==> src/rtl/pll_rstseq_pkg.sv <==
// Shared types and helpers for the PLL reset sequencer.
// State encoding, counter width helper and the lock-loss saturation limit.
package pll_rstseq_pkg;

  // Sequencer states, in release order.
  typedef enum logic [1:0] {
    WAIT_LOCK = 2'd0,
    STABLE    = 2'd1,
    REL_VIDEO = 2'd2,
    RUN       = 2'd3
  } state_e;

  // Saturation value of the optional lock-loss counter.
  localparam logic [7:0] LOSS_CNT_MAX = 8'hFF;

  // Width of the shared phase counter: wide enough to hold the larger of the two
  // terminal counts plus one, so neither phase can alias.
  function automatic int cnt_w(input int stable_cycles, input int release_gap);
    int max_v;
    max_v = (stable_cycles > release_gap) ? stable_cycles : release_gap;
    return $clog2(max_v + 1);
  endfunction

endpackage

==> src/rtl/pll_reset_sequencer_lock_sync.sv <==
// lock_sync: multi-stage single-bit synchroniser for the asynchronous PLL lock flag.
// Stage 0 samples the raw input; q is the last stage. Synchronous active-low clear.
module lock_sync #(
  parameter int STAGES = 2
) (
  input  logic clk,
  input  logic rst_n,
  input  logic d,
  output logic q
);

  logic [STAGES-1:0] sync_q;
  logic [STAGES-1:0] sync_d;

  // Shift chain: each stage takes the previous one, stage 0 takes the raw flag.
  assign sync_d[0] = d;
  for (genvar gi = 1; gi < STAGES; gi++) begin : g_stage
    assign sync_d[gi] = sync_q[gi-1];
  end

  // Synchroniser flops, cleared by reset.
  always_ff @(posedge clk) begin
    if (!rst_n) begin
      sync_q <= '0;
    end else begin
      sync_q <= sync_d;
    end
  end

  assign q = sync_q[STAGES-1];

endmodule

==> src/rtl/pll_reset_sequencer.sv <==
// pll_reset_sequencer: waits for a stable PLL lock, releases video reset, then core
// reset after a programmable gap, drops both on loss of lock, and generates the
// pixel clock-enable for the video timing logic.
// Optional feature: define PLL_RSTSEQ_LOCK_LOSS_CNT_EN to add the saturating
// lock_loss_cnt[7:0] output.
module pll_reset_sequencer #(
  parameter int SYNC_STAGES        = 2,
  parameter int LOCK_STABLE_CYCLES = 1024,
  parameter int RELEASE_GAP        = 16,
  parameter int CE_DIV             = 4
) (
  input  logic       clk,
  input  logic       rst_n,
  input  logic       pll_locked,
  output logic       video_rst,
  output logic       core_rst,
  output logic       ready,
  output logic       ce_pix
`ifdef PLL_RSTSEQ_LOCK_LOSS_CNT_EN
  ,
  output logic [7:0] lock_loss_cnt
`endif
);

  import pll_rstseq_pkg::*;

  localparam int CNT_W = cnt_w(LOCK_STABLE_CYCLES, RELEASE_GAP);
  localparam int CE_W  = $clog2(CE_DIV + 1);

  localparam logic [CNT_W-1:0] STABLE_LAST = CNT_W'(LOCK_STABLE_CYCLES - 1);
  localparam logic [CNT_W-1:0] GAP_LAST    = CNT_W'(RELEASE_GAP - 1);
  localparam logic [CE_W-1:0]  CE_LAST     = CE_W'(CE_DIV - 1);

  logic             locked_s;

  state_e           state_q,     state_d;
  logic [CNT_W-1:0] cnt_q,       cnt_d;
  logic             video_rst_q, video_rst_d;
  logic             core_rst_q,  core_rst_d;
  logic             ready_q,     ready_d;
  logic [CE_W-1:0]  ce_cnt_q,    ce_cnt_d;
  logic             ce_pix_q,    ce_pix_d;

  lock_sync #(
    .STAGES (SYNC_STAGES)
  ) u_lock_sync (
    .clk   (clk),
    .rst_n (rst_n),
    .d     (pll_locked),
    .q     (locked_s)
  );

  // Next-state and shared phase counter. Lock loss is checked first so it wins over
  // any count-complete transition in the same cycle.
  always_comb begin
    state_d = state_q;
    cnt_d   = cnt_q;
    case (state_q)
      WAIT_LOCK: begin
        cnt_d = '0;
        if (locked_s) begin
          state_d = STABLE;
        end
      end
      STABLE: begin
        if (!locked_s) begin
          state_d = WAIT_LOCK;
          cnt_d   = '0;
        end else if (cnt_q == STABLE_LAST) begin
          state_d = REL_VIDEO;
          cnt_d   = '0;
        end else begin
          cnt_d = cnt_q + CNT_W'(1);
        end
      end
      REL_VIDEO: begin
        if (!locked_s) begin
          state_d = WAIT_LOCK;
          cnt_d   = '0;
        end else if (cnt_q == GAP_LAST) begin
          state_d = RUN;
          cnt_d   = '0;
        end else begin
          cnt_d = cnt_q + CNT_W'(1);
        end
      end
      RUN: begin
        cnt_d = '0;
        if (!locked_s) begin
          state_d = WAIT_LOCK;
        end
      end
      default: begin
        state_d = WAIT_LOCK;
        cnt_d   = '0;
      end
    endcase
  end

  // Reset outputs decoded from the next state so they change on the transition edge.
  always_comb begin
    video_rst_d = (state_d == WAIT_LOCK) || (state_d == STABLE);
    core_rst_d  = (state_d != RUN);
    ready_d     = (state_d == RUN);
  end

  // Pixel CE divider: parked at zero around any video reset (current or incoming),
  // so the first pulse lands CE_DIV cycles after video reset falls and no pulse
  // ever coincides with video reset being asserted.
  always_comb begin
    ce_cnt_d = '0;
    ce_pix_d = 1'b0;
    if (!video_rst_q && !video_rst_d) begin
      ce_pix_d = (ce_cnt_q == CE_LAST);
      ce_cnt_d = (ce_cnt_q == CE_LAST) ? '0 : ce_cnt_q + CE_W'(1);
    end
  end

  // State, counter and registered outputs.
  always_ff @(posedge clk) begin
    if (!rst_n) begin
      state_q     <= WAIT_LOCK;
      cnt_q       <= '0;
      video_rst_q <= 1'b1;
      core_rst_q  <= 1'b1;
      ready_q     <= 1'b0;
      ce_cnt_q    <= '0;
      ce_pix_q    <= 1'b0;
    end else begin
      state_q     <= state_d;
      cnt_q       <= cnt_d;
      video_rst_q <= video_rst_d;
      core_rst_q  <= core_rst_d;
      ready_q     <= ready_d;
      ce_cnt_q    <= ce_cnt_d;
      ce_pix_q    <= ce_pix_d;
    end
  end

  assign video_rst = video_rst_q;
  assign core_rst  = core_rst_q;
  assign ready     = ready_q;
  assign ce_pix    = ce_pix_q;

`ifdef PLL_RSTSEQ_LOCK_LOSS_CNT_EN
  logic       lock_lost;
  logic [7:0] loss_cnt_q, loss_cnt_d;

  // A loss event is any exit to WAIT_LOCK caused by the synced lock going low.
  always_comb begin
    lock_lost  = (state_q != WAIT_LOCK) && !locked_s;
    loss_cnt_d = loss_cnt_q;
    if (lock_lost && (loss_cnt_q != LOSS_CNT_MAX)) begin
      loss_cnt_d = loss_cnt_q + 8'd1;
    end
  end

  // Saturating loss counter, cleared only by reset.
  always_ff @(posedge clk) begin
    if (!rst_n) begin
      loss_cnt_q <= 8'd0;
    end else begin
      loss_cnt_q <= loss_cnt_d;
    end
  end

  assign lock_loss_cnt = loss_cnt_q;
`endif

endmodule
==> config.mk <==
export PLATFORM = sky130hd
export DESIGN_NAME = pll_reset_sequencer
export DESIGN_NICKNAME = d
export VERILOG_FILES = /design/src/rtl/pll_rstseq_pkg.sv /design/src/rtl/pll_reset_sequencer_lock_sync.sv /design/src/rtl/pll_reset_sequencer.sv
export SDC_FILE = /design/constraint.sdc
export NUM_CORES = 1
export LEC_CHECK = 0
export BUFFER_PORTS_ARGS = -buffer_cell sky130_fd_sc_hd__buf_4
export CAP_MARGIN = 10
export CORE_MARGIN = 1.5
export CORE_UTILIZATION = 50
export DETAILED_ROUTE_END_ITERATION = 6
export GPL_ROUTABILITY_DRIVEN = 1
export PLACE_DENSITY = 0.75
export SYNTH_ARGS = -nofsm -noshare
export SYNTH_HDL_FRONTEND = slang
export SYNTH_SLANG_ARGS = --single-unit
==> constraint.sdc <==
create_clock -name clk -period 1.5 [get_ports clk]
set_input_delay 0.15 -clock clk [delete_from_list [all_inputs] [get_ports clk]]
set_output_delay 0.15 -clock clk [all_outputs]
set_load 0.02 [all_outputs]
==> impl_results.md, run 1 <==
- Synth Net Count: slightly below 100
- Clock Latency Late Sink: between 0.3 and 0.4 ns
- Row count: 15
- Worst Setup Start Kind: flip-flop
- Initial core utilization: 52.97%
- Vias in the first global route: 606
- Final worst path period share: 97.87%
- Largest area contributor in the netlist: dfxtp_1
- Total GRT Usage: 17.44%
- I/O Buffers: 6
- Post-synth top area share: 48.15%
- Max frequency: 681.2 MHz
- Mapped Cells: roughly 90
- Post-Route WL: 1872 um
- Slew margin rel.: between 70 and 80%
- Initial antenna violation count: 0
- Hold WC Path Type: in2reg
- Final setup vio count: 0
- Worst slew pin tran: roughly 0.34 ns
- Pwr Density: 934.2 mW/mm^2
- Drt wl/cell: 14.29 um
- Fin Hold WS: between 0.04 and 0.05 ns
- Yosys cell types: 30
- Setup ws final: ~0.032 ns
- Dpl hpwl: between 1000 and 1500 um
- Max-Cap Viols: 0
- Die footprint: 0.002095 mm^2
- Placed cells: 126
- First-pass GRT wire length: 2622 um
- Global placer's final weighted congestion: roughly 0.74
- Power, Total: 1.058 mW
- Fin. max-slew vios: 0
- Die width: 45.77 um
- Initial drt markers: 8
- Vias: 687
- Final Hold Fails: 0
- Crit Path Class: reg2reg
- Area Growth Syn to Fin: 23.80%
- CTS Sinks: 22
- # DRC: 0
- Share of layout cells above drive strength 1: 33.96%
- Vias per cell: 5.244
- H-tree depth: 1
- Avg Synthesized Cell Area: 10.05 um^2
- Final non-filler cell total: 131
- Final Critical Period: 1.468 ns
- Worst Setup Slack post-DPL: -0.08043 ns
- Clock buffer count from CTS: 3
- Clk_skew: 0.002931 ns
- Critical path arrival: 1.72 ns
- Largest net degree at the start of global routing: 14
- CTS tree: done
- Peak supply drop: slightly below 800 uV
- Maximum clock insertion buffer count: 2
- Seq cells post-synth: 22
- Ys Warns: 0
- Core ar.: 0.001727 mm^2
- Leakage: 0.4174 nW
- Initial DRT Pass Iterations: 4
- Syn Std Cell Area: 914.6 um^2
- WP data required: 1.75 ns
- Nets: 113
- Sequential cell area fraction in the yosys report: 48.15%
- Crit-path max FO: 5
- GRT Residual Overflow: 0
- Crit end category: flip-flop
- Root Buffer: clkbuf_4
- Outcome: finished, final reports clean
- # IOs: 7
- Clock slew at reported path FFs: ~0.12 ns
- Dominant cells by area after synthesis: dfxtp_1, nor2_1, xnor2_1
- Post-DRT Antenna Nets: 0
- Fillers: 146
- Diode count: 0
- Die Y: 45.77 um
final cells by class:
class | count | area, um^2 | area share (%)
Timing Repair Buffer | 11 | 82.58 | 7.293
Multi-Input combinational cell | 63 | 496.7 | 43.87
Inverter | 6 | 22.52 | 1.989
Clock buffer | 3 | 22.52 | 1.989
Clock inverter | 1 | 30.03 | 2.652
Tap cell | 25 | 31.28 | 2.762
Sequential cell | 22 | 446.7 | 39.45
power breakdown:
group	leakage [nW]	internal, mW	switching (mW)
clock network	0.0279	0.270	0.185
registers	0.180	0.587	0.00272
logic	0.209	0.00645	0.00665
layout by cell type, fill, tap and decap left out, drive strengths merged, types with 2 or more instances in the layout:
master,n
buf,11
nor2b,2
o32a,2
and3,3
nand2,4
inv,6
nor4,2
a21oi,2
nand3,7
xnor2,6
and2,2
ha,3
nor2,14
nor3,6
clkbuf,3
dfxtp,22
routing by layer:
layer | GRT usage [%] | wire length [um] | vias to the layer above
li1 | - | - | 346
met1 | 23.02 | 850 | 324
met2 | 27.32 | 955 | 15
met3 | 4.762 | 53 | 2
met4 | 6.286 | 13 | 0
met5 | 0 | 0 | -
kinds of logic after synthesis:
logic type / count (synthesis) / synth area share [%]
AO/OA/AOI/OAI: 8 / 8.755
XOR/XNOR: 7 / 6.703
buffers and inverters: 7 / 3.693
flip-flops: 22 / 48.15
AND/OR/NAND/NOR: 44 / 28.59
adder cells (fa/ha/maj): 3 / 4.104
sequential cells by signal, indices dropped and copies added, names as in the netlist:
| name | count |
|---|---|
| state_q | 2 |
| video_rst | 1 |
| core_rst | 1 |
| u_lock_sync.sync_q | 2 |
| ready | 1 |
| ce_cnt_q | 3 |
| ce_pix | 1 |
| cnt_q | 11 |
cells in the mapped netlist:
cell type  count
nand2_1        4
o41ai_4        1
ha_1           3
buf_6          1
a21oi_2        1
o32a_1         1
a21oi_1        1
o21ai_0        1
nor4_1         1
nor2_1        14
nor3_1         6
xnor2_1        6
and2_1         2
dfxtp_1       22
nand3b_1       1
nor2b_1        1
nand2b_1       1
nand3_1        6
inv_1          6
a31oi_1        1
o31a_1         1
a221oi_1       1
and3_4         2
nand4_2        1
xor2_1         1
nor2b_2        1
nand3_4        1
or3_1          1
nor4_4         1
and3_1         1
through the flow:
stage | setup TNS, ns | cell area (um^2) | util (%)
CTS | 0 | 1085 | 62.83
global route | -0.03900 | 1132 | 65.58
global placement | -0.2488 | 1020 | 59.06
detailed placement | -0.6120 | 1020 | 59.06
finish | 0 | 1132 | 65.58
floorplan | 0 | 917.1 | -
what timing repair did:
item	CTS	global route
hold buffers	0	0
setup endpoints to repair	9	16
pin swaps	0	4
buffers inserted	0	0
resized for setup	2	11
gates cloned	0	1
worst max-delay path, stage by stage, from the launching register on:
cell	delay (ns)
dfxtp_2	0.34
ha_2	0.21
and3_4	0.20
and3_4	0.19
o32a_4	0.35
nor2_1	0.11
path summary, 6_finish.rpt:
check,from,end,slack (ns),cells after the start
max,cnt_q[0],cnt_q[0],0.03,5
max reg2reg,cnt_q[0],cnt_q[0],0.03,5
min,pll_locked,u_lock_sync.sync_q[0],0.04,2
min reg2reg,ce_cnt_q[0],ce_cnt_q[0],0.43,1
(Power assumes the default switching activity.)
==> inputs of run 2 (changes only) <==
--- a/config.mk
+++ b/config.mk
@@ -5,12 +5,14 @@
 export SDC_FILE = /design/constraint.sdc
 export NUM_CORES = 1
 export LEC_CHECK = 0
+export ABC_AREA = 1
 export BUFFER_PORTS_ARGS = -buffer_cell sky130_fd_sc_hd__buf_4
 export CAP_MARGIN = 10
 export CORE_MARGIN = 1.5
 export CORE_UTILIZATION = 50
 export DETAILED_ROUTE_END_ITERATION = 6
 export GPL_ROUTABILITY_DRIVEN = 1
+export MAX_ROUTING_LAYER = met4
 export PLACE_DENSITY = 0.75
 export SYNTH_ARGS = -nofsm -noshare
 export SYNTH_HDL_FRONTEND = slang
==> run 2 against run 1 <==
Against the previous run: highest routed layer unchanged; routed wire length fell by 31%; via count fell by 3.9%; flip-flop and latch count did not move; final area fell by 9.5%; largest cell class is now sequential cells; synthesized cell count rose by 22%; cell count rose by 11%; register-to-register slack improved by 0.15 ns; setup slack improved by 0.15 ns.
==> impl_results.md, run 2 <==
- Outcome: finished, final reports clean
- Largest net degree at the start of global routing: 13
- Max-Cap Viols: 0
- Top Registers: cnt_q (11), ce_cnt_q (3)
- Peak supply drop: ~660 uV
- Crit Path Class: reg2reg
- First-pass GRT wire length: 2283 um
- Pwr Density: 893.2 mW/mm^2
- Avg Synthesized Cell Area: 8.308 um^2
- I/O Buffers: 6
- Total GRT Usage: 15.74%
- Leakage: 0.4605 nW
- Critical path arrival: approximately 1.5 ns
- Final setup vio count: 0
- Largest register by flop count: cnt_q
- Clock slew at reported path FFs: around 0.11 ns
- Share of layout cells above drive strength 1: 19.17%
- Clock buffer count from CTS: 3
- Ys Warns: 0
- Largest area contributor in the netlist: dfxtp_1
- Nets: 127
- Post-DRT Antenna Nets: 0
- Maximum clock insertion buffer count: 2
- Initial drt markers: 15
- Row count: 15
- Root Buffer: clkbuf_4
- # DRC: 0
- Die footprint: 0.002111 mm^2
- Register Area: 441.7 um^2
- Die width: 45.95 um
- Global placer's final weighted congestion: 0.7579
- Dominant cells by area after synthesis: dfxtp_1, nor2_1, nand2_1
- Design Area, Final: 0.001025 mm^2
- Final Hold Fails: 0
- Most frequent cells in the layout: nor2_1, dfxtp_1, nand2_1
- Multi-input logic area: approximately 400 um^2
- Largest register FFs: 11
- Syn Std Cell Area: 922.1 um^2
- Clock Latency Late Sink: roughly 0.29 ns
- EDFF count, synth: 0
- Synth Net Count: 117
- CTS Sinks: 22
- Initial antenna violation count: 0
- Fin. max-slew vios: 0
- Clk_skew: 0.003240 ns
- Top-count cell post-synth: dfxtp_1
- # IOs: 7
- Initial core utilization: a little over half
- Placed Area: ~980 um^2
- Post-Route WL: 1288 um
- Die Y: 45.95 um
- Top FF cell, synth: dfxtp_1
- Sequential cell area fraction in the yosys report: 47.76%
- Worst Setup Start Kind: flip-flop
- Worst slew pin tran: between 0.15 and 0.2 ns
- Final non-filler cell total: between 100 and 150
- Max frequency: 757.1 MHz
- H-tree depth: 1
- Area Growth Syn to Fin: 11.13%
- Setup tns final: 0 ns
- WP data required: approximately 1.7 ns
- Worst Setup Slack post-DPL: 0.1237 ns
- Placed cells: 141
- Slew margin rel.: 86.90%
- Async S/R FF share, synth: 0%
- Crit end category: flip-flop
- Final worst path period share: 88.05%
- CTS tree: done
- Post-synth top area share: around 48%
- Power, Total: 0.9153 mW
- Diode count: 0
- GRT Residual Overflow: 0
- Commonest cells post-synth: dfxtp_1, nor2_1, nand2_1
- Dpl hpwl: 1016 um
- Core ar.: 0.001727 mm^2
- Crit-path max FO: 9
- RSZ-0062 raised after global routing: false
- Fillers: roughly 170
- Seq cells post-synth: 22
- Hold WC Path Type: in2reg
- Mapped Cells: around 110
- Initial DRT Pass Iterations: 4
- Vias per cell: approximately 4.6
- Vias in the first global route: 591
- Drt wl/cell: 8.883 um
- Yosys cell types: 21
- Vias: 660
- Post-CTS Setup Bufs: 0
- Setup ws final: around 0.18 ns
- Final Critical Period: around 1.3 ns
## run 2: cells by family (layout without fill, tap and decap cells)
kind of cell / count (synthesis) / after routing / synth area share (%)
simple gates: 57 / 57 / 30.12
flops: 22 / 22 / 47.76
buf+inv: 17 / 26 / 8.005
xor+xnor: 8 / 8 / 7.599
compound gates: 4 / 4 / 2.442
fa+ha+maj: 3 / 3 / 4.071
## run 2: metal layers
metal | share of wire [%] | track usage, %
met2 | 46 | 24.17
met4 | 1.5 | 6.857
met5 | 0 | -
met3 | 2.8 | 5.952
met1 | 50 | 18.12
## run 2: worst paths after layout
check	end	depth (start not counted)	startpoint	slack, ns
setup / recovery	cnt_q[7]	8	cnt_q[0]	0.18
hold / removal	u_lock_sync.sync_q[0]	3	pll_locked	0.03
setup reg to reg	cnt_q[7]	8	cnt_q[0]	0.18
hold reg to reg	u_lock_sync.sync_q[1]	2	u_lock_sync.sync_q[0]	0.42
## run 2: what timing repair did
action | CTS | global route
endpoints found under the hold margin | 0 | 0
hold buffers | 0 | 0
setup endpoints to repair | 0 | 9
resized for setup | 0 | 2
## run 2: power by group
group / internal [mW] / leakage, nW / total [mW] / switching, mW
registers: 0.588 / 0.178 / 0.590 / 0.00253
logic: 0.00692 / 0.261 / 0.0163 / 0.00937
clock network: 0.148 / 0.0210 / 0.309 / 0.161
## run 2: metrics by stage
| stage | hold WS, ns | util (%) |
|---|---|---|
| 5_1_grt | 0.02949 | 59.35 |
| 3_3_place_gp | 0.3332 | 57.03 |
| 2_1_floorplan | 0.2476 | - |
| 4_1_cts | 0.01664 | 59.13 |
| 3_5_place_dp | 0.3385 | 57.03 |
| 6_report | 0.03493 | 59.35 |
## run 2: layout make-up
class                      instances  area share [%]
clock buffer                       4           3.541
inverter                          16           5.861
multi-input combinational         72           40.05
sequential                        22           43.10
tap                               25           3.053
timing repair buffer               6           4.396
## run 2: worst max-delay path: stages (launching register included)
cell and delay [ns]:
dfxtp_2 0.36, ha_2 0.21, nand2_1 0.07, nor2_2 0.13, nand3_1 0.13, nand2_1 0.09, nand2_2 0.07, nand2_4 0.11
nor2_1 0.05
==> inputs of run 3 (changes only) <==
--- a/config.mk
+++ b/config.mk
@@ -9,11 +9,12 @@
 export BUFFER_PORTS_ARGS = -buffer_cell sky130_fd_sc_hd__buf_4
 export CAP_MARGIN = 10
 export CORE_MARGIN = 1.5
-export CORE_UTILIZATION = 50
+export CORE_UTILIZATION = 51
 export DETAILED_ROUTE_END_ITERATION = 6
 export GPL_ROUTABILITY_DRIVEN = 1
 export MAX_ROUTING_LAYER = met4
-export PLACE_DENSITY = 0.75
+export PLACE_DENSITY = 0.76
 export SYNTH_ARGS = -nofsm -noshare
 export SYNTH_HDL_FRONTEND = slang
+export SYNTH_HIERARCHICAL = 1
 export SYNTH_SLANG_ARGS = --single-unit
==> run 3 against run 2 <==
Against the previous run: maximum frequency shrank 5.8%; global-route usage increased by 1.7 points; die area up 2.6%; utilization increased by 2.2 points; routed wire length is 14% higher; register-to-register slack lost 0.08 ns; largest power group unchanged; setup slack got worse by 0.081 ns; power up 1.6%; combinational power grew 9%; highest routed layer unchanged; flip-flop and latch count unchanged.
==> impl_results.md, run 3 <==
- Levels on crit path: 8
- Initial DRT Pass Iterations: 4
- Vias per cell: 4.822
- Avg Synthesized Cell Area: ~8.6 um^2
- Largest register by flop count: cnt_q
- Fillers: about 170
- Critical path arrival: 1.61 ns
- Initial core utilization: a little under three fifths
- Initial antenna violation count: 0
- Hold depth: 3
- Outcome: finished, final reports clean
- Commonest cells post-synth: dfxtp_1, nand2_1, inv_1
- Clock Latency Late Sink: roughly 0.31 ns
- Max-Cap Viols: 0
- Clk_skew: around 0.0041 ns
- Post-CTS Setup Bufs: 0
- Hold WC Path Type: in2reg
- RSZ-0062 raised after global routing: false
- I/O Buffers: 6
- Die Y: around 47 um
- Nets: 128
- Worst slew pin tran: 0.2502 ns
- CTS Sinks: 22
- EDFF count, synth: 0
- Final worst path period share: 93.46%
- Crit end category: flip-flop
- Diode count: 0
- Register-to-Register Path Depth: 8
- Crit Path Class: reg2reg
- Vias: 704
- Cell with the largest stage delay on the worst path: dfxtp_1
- CTS tree: done
- # DRC: 0
- Power, Total: 0.9302 mW
- Crit path cell chain: ha_2 -> nand2_2 -> nor2_4 -> nand3_2 -> nand3_2 -> nand2_2 -> nand2_4 -> nor2_2
- Initial drt markers: 11
- Final Critical Period: 1.402 ns
- Area Growth Syn to Fin: 11.13%
- Pwr Density: 865.5 mW/mm^2
- Post-DRT Antenna Nets: 0
- Commonest non-fill, non-tap cell in the layout: dfxtp_1
- Mapped Cells: roughly 110
- Die width: 46.55 um
- Maximum clock insertion buffer count: 2
- Top Registers: cnt_q (11), ce_cnt_q (3)
- First-pass GRT wire length: 2553 um
- Total GRT Usage: 17.42%
- Fin Hold WS: 0.01610 ns
- Most frequent cells in the layout: dfxtp_1, nand2_1, inv_1
- Dpl hpwl: 1137 um
- Final Hold Fails: 0
- Placed cells: 142
- Die footprint: 0.002166 mm^2
- Peak supply drop: a little over 700 uV
- Ys Warns: 6
- Sequential cell area fraction in the yosys report: about 46%
- Fin. max-slew vios: 0
- Largest register FFs: 11
- Setup tns final: 0 ns
- Crit path buf inv count: 0
- Vias in the first global route: 644
- Yosys cell types: 23
- Dominant cells by area after synthesis: dfxtp_1, nor2_2, xor2_1
- Row count: 15
- Crit path max-delay family: simple AND/OR/NAND/NOR gates
- GRT Residual Overflow: 0
- Core ar.: about 0.0017 mm^2
- Max frequency: 713.4 MHz
- Largest net degree at the start of global routing: 13
- Slew margin rel.: between 80 and 90%
- Root Buffer: clkbuf_4
- Synth Net Count: 118
- Global placer's final weighted congestion: 0.8384
- Clock buffer count from CTS: 3
- Clock slew at reported path FFs: 0.11 ns
- Drt wl/cell: around 10 um
- Final non-filler cell total: 146
- Async S/R FF share, synth: 0%
- Share of layout cells above drive strength 1: a little under a third
- Syn Std Cell Area: 967.2 um^2
- Worst Setup Start Kind: flip-flop
- WP data required: 1.71 ns
- H-tree depth: 1
- Leakage: 0.4516 nW
- # IOs: 7
- Crit-path max FO: 9
- Largest area contributor in the netlist: dfxtp_1
- Post-synth top area share: 45.54%
- Post-Route WL: about 1500 um
- Final setup vio count: 0
- Slowest stage delay, CP: approximately 0.4 ns
- Top-count cell post-synth: dfxtp_1
- Seq cells post-synth: 22
- Top FF cell, synth: dfxtp_1
## run 3: cell types whose count changed after synthesis, sizes merged
cell	before	now
o21ai	1	0
clkbuf	1	0
xor2	6	7
a21oi	2	4
nand4	3	2
nor2	24	22
nand3	6	10
xnor2	2	1
buf	0	1
nand2	21	20
## run 3: logic make-up (layout without fill, tap and decap cells)
group                      Yosys count  in the layout  share of synthesized area, %
buffers and inverters               17             26                         6.986
and+or+nand+nor                     57             57                         33.12
DFF                                 22             22                         45.54
AOI/OAI and AO/OA                    5              5                         3.234
adders and majority gates            3              3                         3.881
xor gates and xnor gates             8              8                         7.245
## run 3: through the flow
step	worst slack [ns]	util [%]	instance area, um^2
2_1_floorplan	0.2311	-	967.2
5_1_grt	0.01362	61.58	1075
6_report	0.09817	61.58	1075
3_5_place_dp	0.09329	59.35	1036
3_3_place_gp	0.1282	59.35	1036
4_1_cts	0.07540	61.43	1072
## run 3: layout make-up
class                      instances  area, um^2  area share [%]
sequential                        22       440.4           40.98
timing repair buffer               6       45.04           4.191
multi-input combinational         73       461.7           42.96
tap                               25       31.28           2.910
clock buffer                       4       36.28           3.376
inverter                          16       60.06           5.588
## run 3: routing by layer
| metal | vias to the layer above | GRT usage (%) | wire length (um) |
|---|---|---|---|
| li1 | 365 | - | - |
| met1 | 317 | 20.67 | 689 |
| met2 | 20 | 27.50 | 703 |
| met3 | 2 | 5.882 | 63 |
| met4 | 0 | 5.714 | 15 |
| met5 | - | - | 0 |
## run 3: worst reg2reg max path, cell delays in order, from the launching register on
cell and delay (ns):
dfxtp_1 0.39, ha_2 0.22, nand2_2 0.07, nor2_4 0.14
nand3_2 0.11, nand3_2 0.11, nand2_2 0.07, nand2_4 0.15
nor2_2 0.05
## run 3: repair_timing
item,CTS,global route
setup endpoints to repair,0,3
hold buffers,0,0
resized for setup,0,1
## run 3: worst paths after layout
kind | from | end | slack [ns]
worst max-delay path | cnt_q[0] | cnt_q[4] | 0.1
worst min-delay path | pll_locked | u_lock_sync/sync_q[0] | 0.02
worst min register to register | u_lock_sync/sync_q[0] | u_lock_sync/sync_q[1] | 0.43
worst max register to register | cnt_q[0] | cnt_q[4] | 0.1
## run 3: report_power, final
| part | total, mW | switching [mW] | internal, mW | leakage [nW] |
|---|---|---|---|---|
| Combinational | 0.0177 | 0.0107 | 0.00701 | 0.253 |
| Clock | 0.322 | 0.173 | 0.148 | 0.0210 |
| Sequential | 0.591 | 0.00270 | 0.588 | 0.178 |
